--- src/rtl/seq_pkg.sv ---
// Shared types for the beat-sequencing controller.
package seq_pkg;

  typedef enum logic [2:0] {
    IDLE,
    CLEAR,
    RUN,
    DRAIN,
    DONE
  } seq_state_e;

  localparam int CNT_W_DEF = 5;

endpackage

--- src/rtl/seq_ctrl.sv ---
// Beat sequencer: accepts a job, clears and enables the
// external beat counter for cfg_len+1 beats, drains, pulses done.
module seq_ctrl
  import seq_pkg::*;
#(
  parameter int CNT_W     = CNT_W_DEF,
  parameter int DRAIN_CYC = 2
) (
  input  logic             seq_clk,
  input  logic             seq_rst_n,
  input  logic             start_valid,
  output logic             start_ready,
  input  logic [CNT_W-1:0] cfg_len,
  input  logic             stall,
  input  logic             abort,
  input  logic [CNT_W-1:0] cnt_o,
  output logic             cnt_en,
  output logic             cnt_rst_n,
  output logic             run_valid,
  output logic             run_last,
  output logic             busy,
  output logic             done
);

  localparam logic [3:0] DRAIN_INIT = 4'(DRAIN_CYC - 1);

  seq_state_e       r_state;
  seq_state_e       w_nxt;
  logic [CNT_W-1:0] r_len;
  logic [3:0]       r_drain;
  logic             w_accept;
  logic             w_to_drain;

  always_ff @(posedge seq_clk or negedge seq_rst_n) begin
    if (!seq_rst_n) begin
      r_state <= IDLE;
      r_len   <= '0;
      r_drain <= '0;
    end else begin
      r_state <= w_nxt;
      if (w_accept) r_len <= cfg_len;
      if (w_to_drain) begin
        r_drain <= DRAIN_INIT;
      end else if (r_state == DRAIN && r_drain != '0) begin
        r_drain <= r_drain - 4'd1;
      end
    end
  end

  always_comb begin
    w_nxt       = r_state;
    start_ready = 1'b0;
    cnt_en      = 1'b0;
    cnt_rst_n   = 1'b1;
    run_valid   = 1'b0;
    run_last    = 1'b0;
    done        = 1'b0;
    w_accept    = 1'b0;
    w_to_drain  = 1'b0;
    unique case (r_state)
      IDLE: begin
        start_ready = 1'b1;
        if (start_valid) begin
          w_accept = 1'b1;
          w_nxt    = CLEAR;
        end
      end
      CLEAR: begin
        cnt_rst_n = 1'b0;
        w_nxt     = RUN;
      end
      RUN: begin
        run_valid = !stall;
        cnt_en    = !stall;
        run_last  = !stall && (cnt_o == r_len);
        if (run_last) begin
          w_to_drain = 1'b1;
          w_nxt      = DRAIN;
        end
      end
      DRAIN: begin
        if (r_drain == '0) w_nxt = DONE;
      end
      DONE: begin
        done  = 1'b1;
        w_nxt = IDLE;
      end
      default: w_nxt = IDLE;
    endcase
    // Abort overrides everything, including stall and the last beat
    if (abort && r_state != IDLE) begin
      w_nxt      = IDLE;
      cnt_rst_n  = 1'b0;
      cnt_en     = 1'b0;
      run_valid  = 1'b0;
      run_last   = 1'b0;
      done       = 1'b0;
      w_to_drain = 1'b0;
    end
  end

  assign busy = (r_state != IDLE);

endmodule
--- config.mk ---
export PLATFORM = sky130hd
export DESIGN_NAME = seq_ctrl
export DESIGN_NICKNAME = d
export VERILOG_FILES = /design/src/rtl/seq_pkg.sv /design/src/rtl/seq_ctrl.sv
export SDC_FILE = /design/constraint.sdc
export NUM_CORES = 1
export LEC_CHECK = 0
export CORE_MARGIN = 2
export CORE_UTILIZATION = 44
export DETAILED_ROUTE_END_ITERATION = 12
export PLACE_DENSITY = 0.87
export SLEW_MARGIN = 30
export SYNTH_ARGS = -nofsm -noshare
export SYNTH_HDL_FRONTEND = slang
export SYNTH_SLANG_ARGS = --single-unit
--- constraint.sdc ---
create_clock -name seq_clk -period 2 [get_ports seq_clk]
set_clock_uncertainty 0.05 [all_clocks]
set_input_delay 0.4 -clock seq_clk [delete_from_list [all_inputs] [get_ports seq_clk]]
set_output_delay 0.4 -clock seq_clk [all_outputs]
set_load 0.02 [all_outputs]
==> impl_metrics.json, run 1 <==
{
  "die-area_um2": 1920,
  "fin_crit_sh": 1.05,
  "gp_congestion": 0.752,
  "synth_top_family_by_area": "simple AND/OR/NAND/NOR gates",
  "wl_per_cell_um": 12.7,
  "synth_ff_type": "dfrtp_1",
  "min_period_ps": 2100,
  "drcViolationCount": 0,
  "drtAntennaViolNets": 0,
  "vias": 553,
  "crit_required_ps": 1550,
  "relSlewSlack": 0.667,
  "grt_max_degree": 13,
  "drt-initial-drc-count": 4,
  "io_buffers": 21,
  "cts_max_path_buffers": 2,
  "syn_area_um2": 697,
  "synth_warnings": 0,
  "ctsRootBufferMaster": "clkbuf_4",
  "startpoint_type": "flop",
  "r2r_end": "r_len[4]$_DFFE_PN0P_",
  "synth_area_leaders": "dfrtp_1, mux2_2, xnor2_1",
  "synth_compound_area_frac": 0.0467,
  "r2r_setup_slack_ps": 220,
  "hold_viol": 0,
  "grt_pass1_wl_um": 2330,
  "hp-class": "in2async",
  "cts_max_level": 1,
  "crit_type": "reg2out",
  "crit_fanout": 2,
  "ys_ff_latch": 12,
  "cp-end-kind": "output pin",
  "num_rows": 14,
  "yosys-mux-area-fraction": 0.126,
  "grt_pass1_vias": 588,
  "wl_met1_um": 546,
  "rsz0062_at_grt": "true",
  "synth.top_cell.area_share": 0.431,
  "tns_ps": -247,
  "peakVddDrop_mv": 0.593,
  "diodes": 0,
  "yosysTopAreaCell": "dfrtp_1",
  "synthCells": 64,
  "worstMarginPinSlew_ps": 498,
  "setup_viol": 3,
  "drv_cap": 0,
  "start_util": 0.468,
  "wl_met3_um": 76,
  "clkTransAtPathRegs_ps": 70,
  "slew_viol_final": 0,
  "cts_buffers": 3,
  "nNetsFinal": 111,
  "r2r_start": "r_state[2]$_DFFE_PN0P_",
  "violations": "negative setup slack",
  "drive_gt1_frac": 0.293,
  "worstRegToRegCells": 5,
  "dp_hpwl_um": 1150,
  "die_h_um": 43.8,
  "synth_seq_area_share": 0.431,
  "cts_tree": "yes",
  "syn_area_per_cell_um2": 10.9,
  "slowest_delay_ps": 560,
  "max_freq_ghz": 0.476,
  "grt_overflow_total": 0,
  "clock_sinks": 12,
  "grtUsageTotal": 0.162,
  "setup_ws_ps": -102,
  "antenna_found_initial": 0,
  "dp_slack_ps": -748,
  "power.density_nw_per_um2": 943,
  "synth_edf_count": 0,
  "areaGrowthSynthToFinish_pct": 40.4,
  "first_pass_iters": 4,
  "synthXorXnorAreaFrac": 0.0754,
  "wl_met2_um": 737,
  "ioPinCount": 22,
  "cp_slowest_cell": "or4b_4",
  "synth_nets": 81,
  "highest_layer": "met4",
  "worstPathCellList": "or4b_4 -> nor2_4 -> and4_4 -> buf_6",
  "arrival_ps": 1650,
  "synth-simple-area-share": 0.208,
  "die_w_um": 43.8,
  "synthAdderAreaFrac": 0.0359,
  "status": "complete, but fails checks",
  "synth_cell_types": 32,
  "clk_latency_ps": 260,
  "p_leak_nw": 0.456,
  "core_um2": 1490,
  "async_flop_share": 1.00,
  "vias_per_cell": 5.12,
  "wl_um": 1370
}
==> synthesized netlist by cell type, drive strengths merged, types with 2 or more instances <==
master / count
nor2: 7
mux2: 6
mux2i: 2
nor3: 2
dfrtp: 12
ha: 2
inv: 3
buf: 5
xnor2: 3
xor2: 3
==> per-layer routing <==
metal	global-route usage	vias up
met5	0	-
li1	-	275
met4	0.0788	0
met2	0.297	16
met1	0.176	260
met3	0.0292	2
==> critical path: cells and delay by family, from the launching register on <==
family | cells | cell delay, ps
buffers and inverters | 1 | 110
flip-flops | 1 | 380
AND/OR/NAND/NOR | 3 | 900
==> cells in the final DEF (no fill, tap or decap), types with 2 or more instances in the layout <==
cell type / instances
clkdlybuf4s50_1: 13
dfrtp_1: 12
buf_4: 8
nor2_1: 6
mux2_2: 6
buf_6: 4
inv_1: 3
xor2_1: 3
xnor2_1: 3
clkbuf_4: 3
nor3_1: 2
mux2i_1: 2
ha_1: 2
clkdlybuf4s15_1: 2
==> how the worst max path moves through the flow <==
stage                                start       end  depth (start not counted)
global placement                     abort  run_last                          5
floorplan           r_state[0]$_DFFE_PN0P_  run_last                          5
global route        r_state[0]$_DFFE_PN0P_  run_last                          4
detailed placement                   abort  run_last                          5
finish              r_state[0]$_DFFE_PN0P_  run_last                          4
CTS                 r_state[2]$_DFFE_PN0P_  run_last                          4
==> report_power, final <==
part / leakage, nW / internal [mW] / switching [mW]
clock: 0.0138 / 0.0693 / 0.0668
sequential: 0.141 / 0.334 / 0.0645
combinational: 0.301 / 0.207 / 0.181
total: 0.456 / 0.610 / 0.312
==> flip-flops by register name (all words and copies together), names as in the netlist <==
name,cells
r_drain,4
r_len,5
r_state,3
==> kinds of logic after synthesis <==
logic type	after synthesis
buf+inv	8
compound gates	5
fa+ha+maj	2
xor+xnor	6
simple gates	23
mux	8
flops	12
==> layout make-up <==
type / instances / area [um^2]
well taps: 16 / 20.0
inverters: 3 / 11.3
fillers: 120 / 510
repair buffers: 30 / 274
multi-input cells: 44 / 350
flip-flops and latches: 12 / 300
clock buffers: 3 / 22.5
==> metrics by stage <==
stage          utilization  total power, mW  hold WS [ps]  instance area, um^2  cells
6_report             0.657            0.923           422                  978    108
5_1_grt              0.657             1.00           468                  978    108
4_1_cts              0.652            0.936           439                  971    106
3_5_place_dp         0.633            0.803           473                  942    103
3_3_place_gp         0.633            0.780           460                  942    103
2_1_floorplan            -            0.669          54.4                  702     64
==> timing repair <==
item                                    4_1_cts  5_1_grt
pin swaps                                     2        2
endpoints found under the setup margin        7        7
setup buffers                                 0        2
resized for setup                            27        6
hold buffers                                  0        0
No activity file was read; power rests on OpenSTA's default activity.
==> inputs of run 2 (changes only) <==
Settings changed: CTS_CLUSTER_SIZE set to 25.
==> results of run 2 <==
The final DEF is identical to that of run 1; final timing and power are the same.
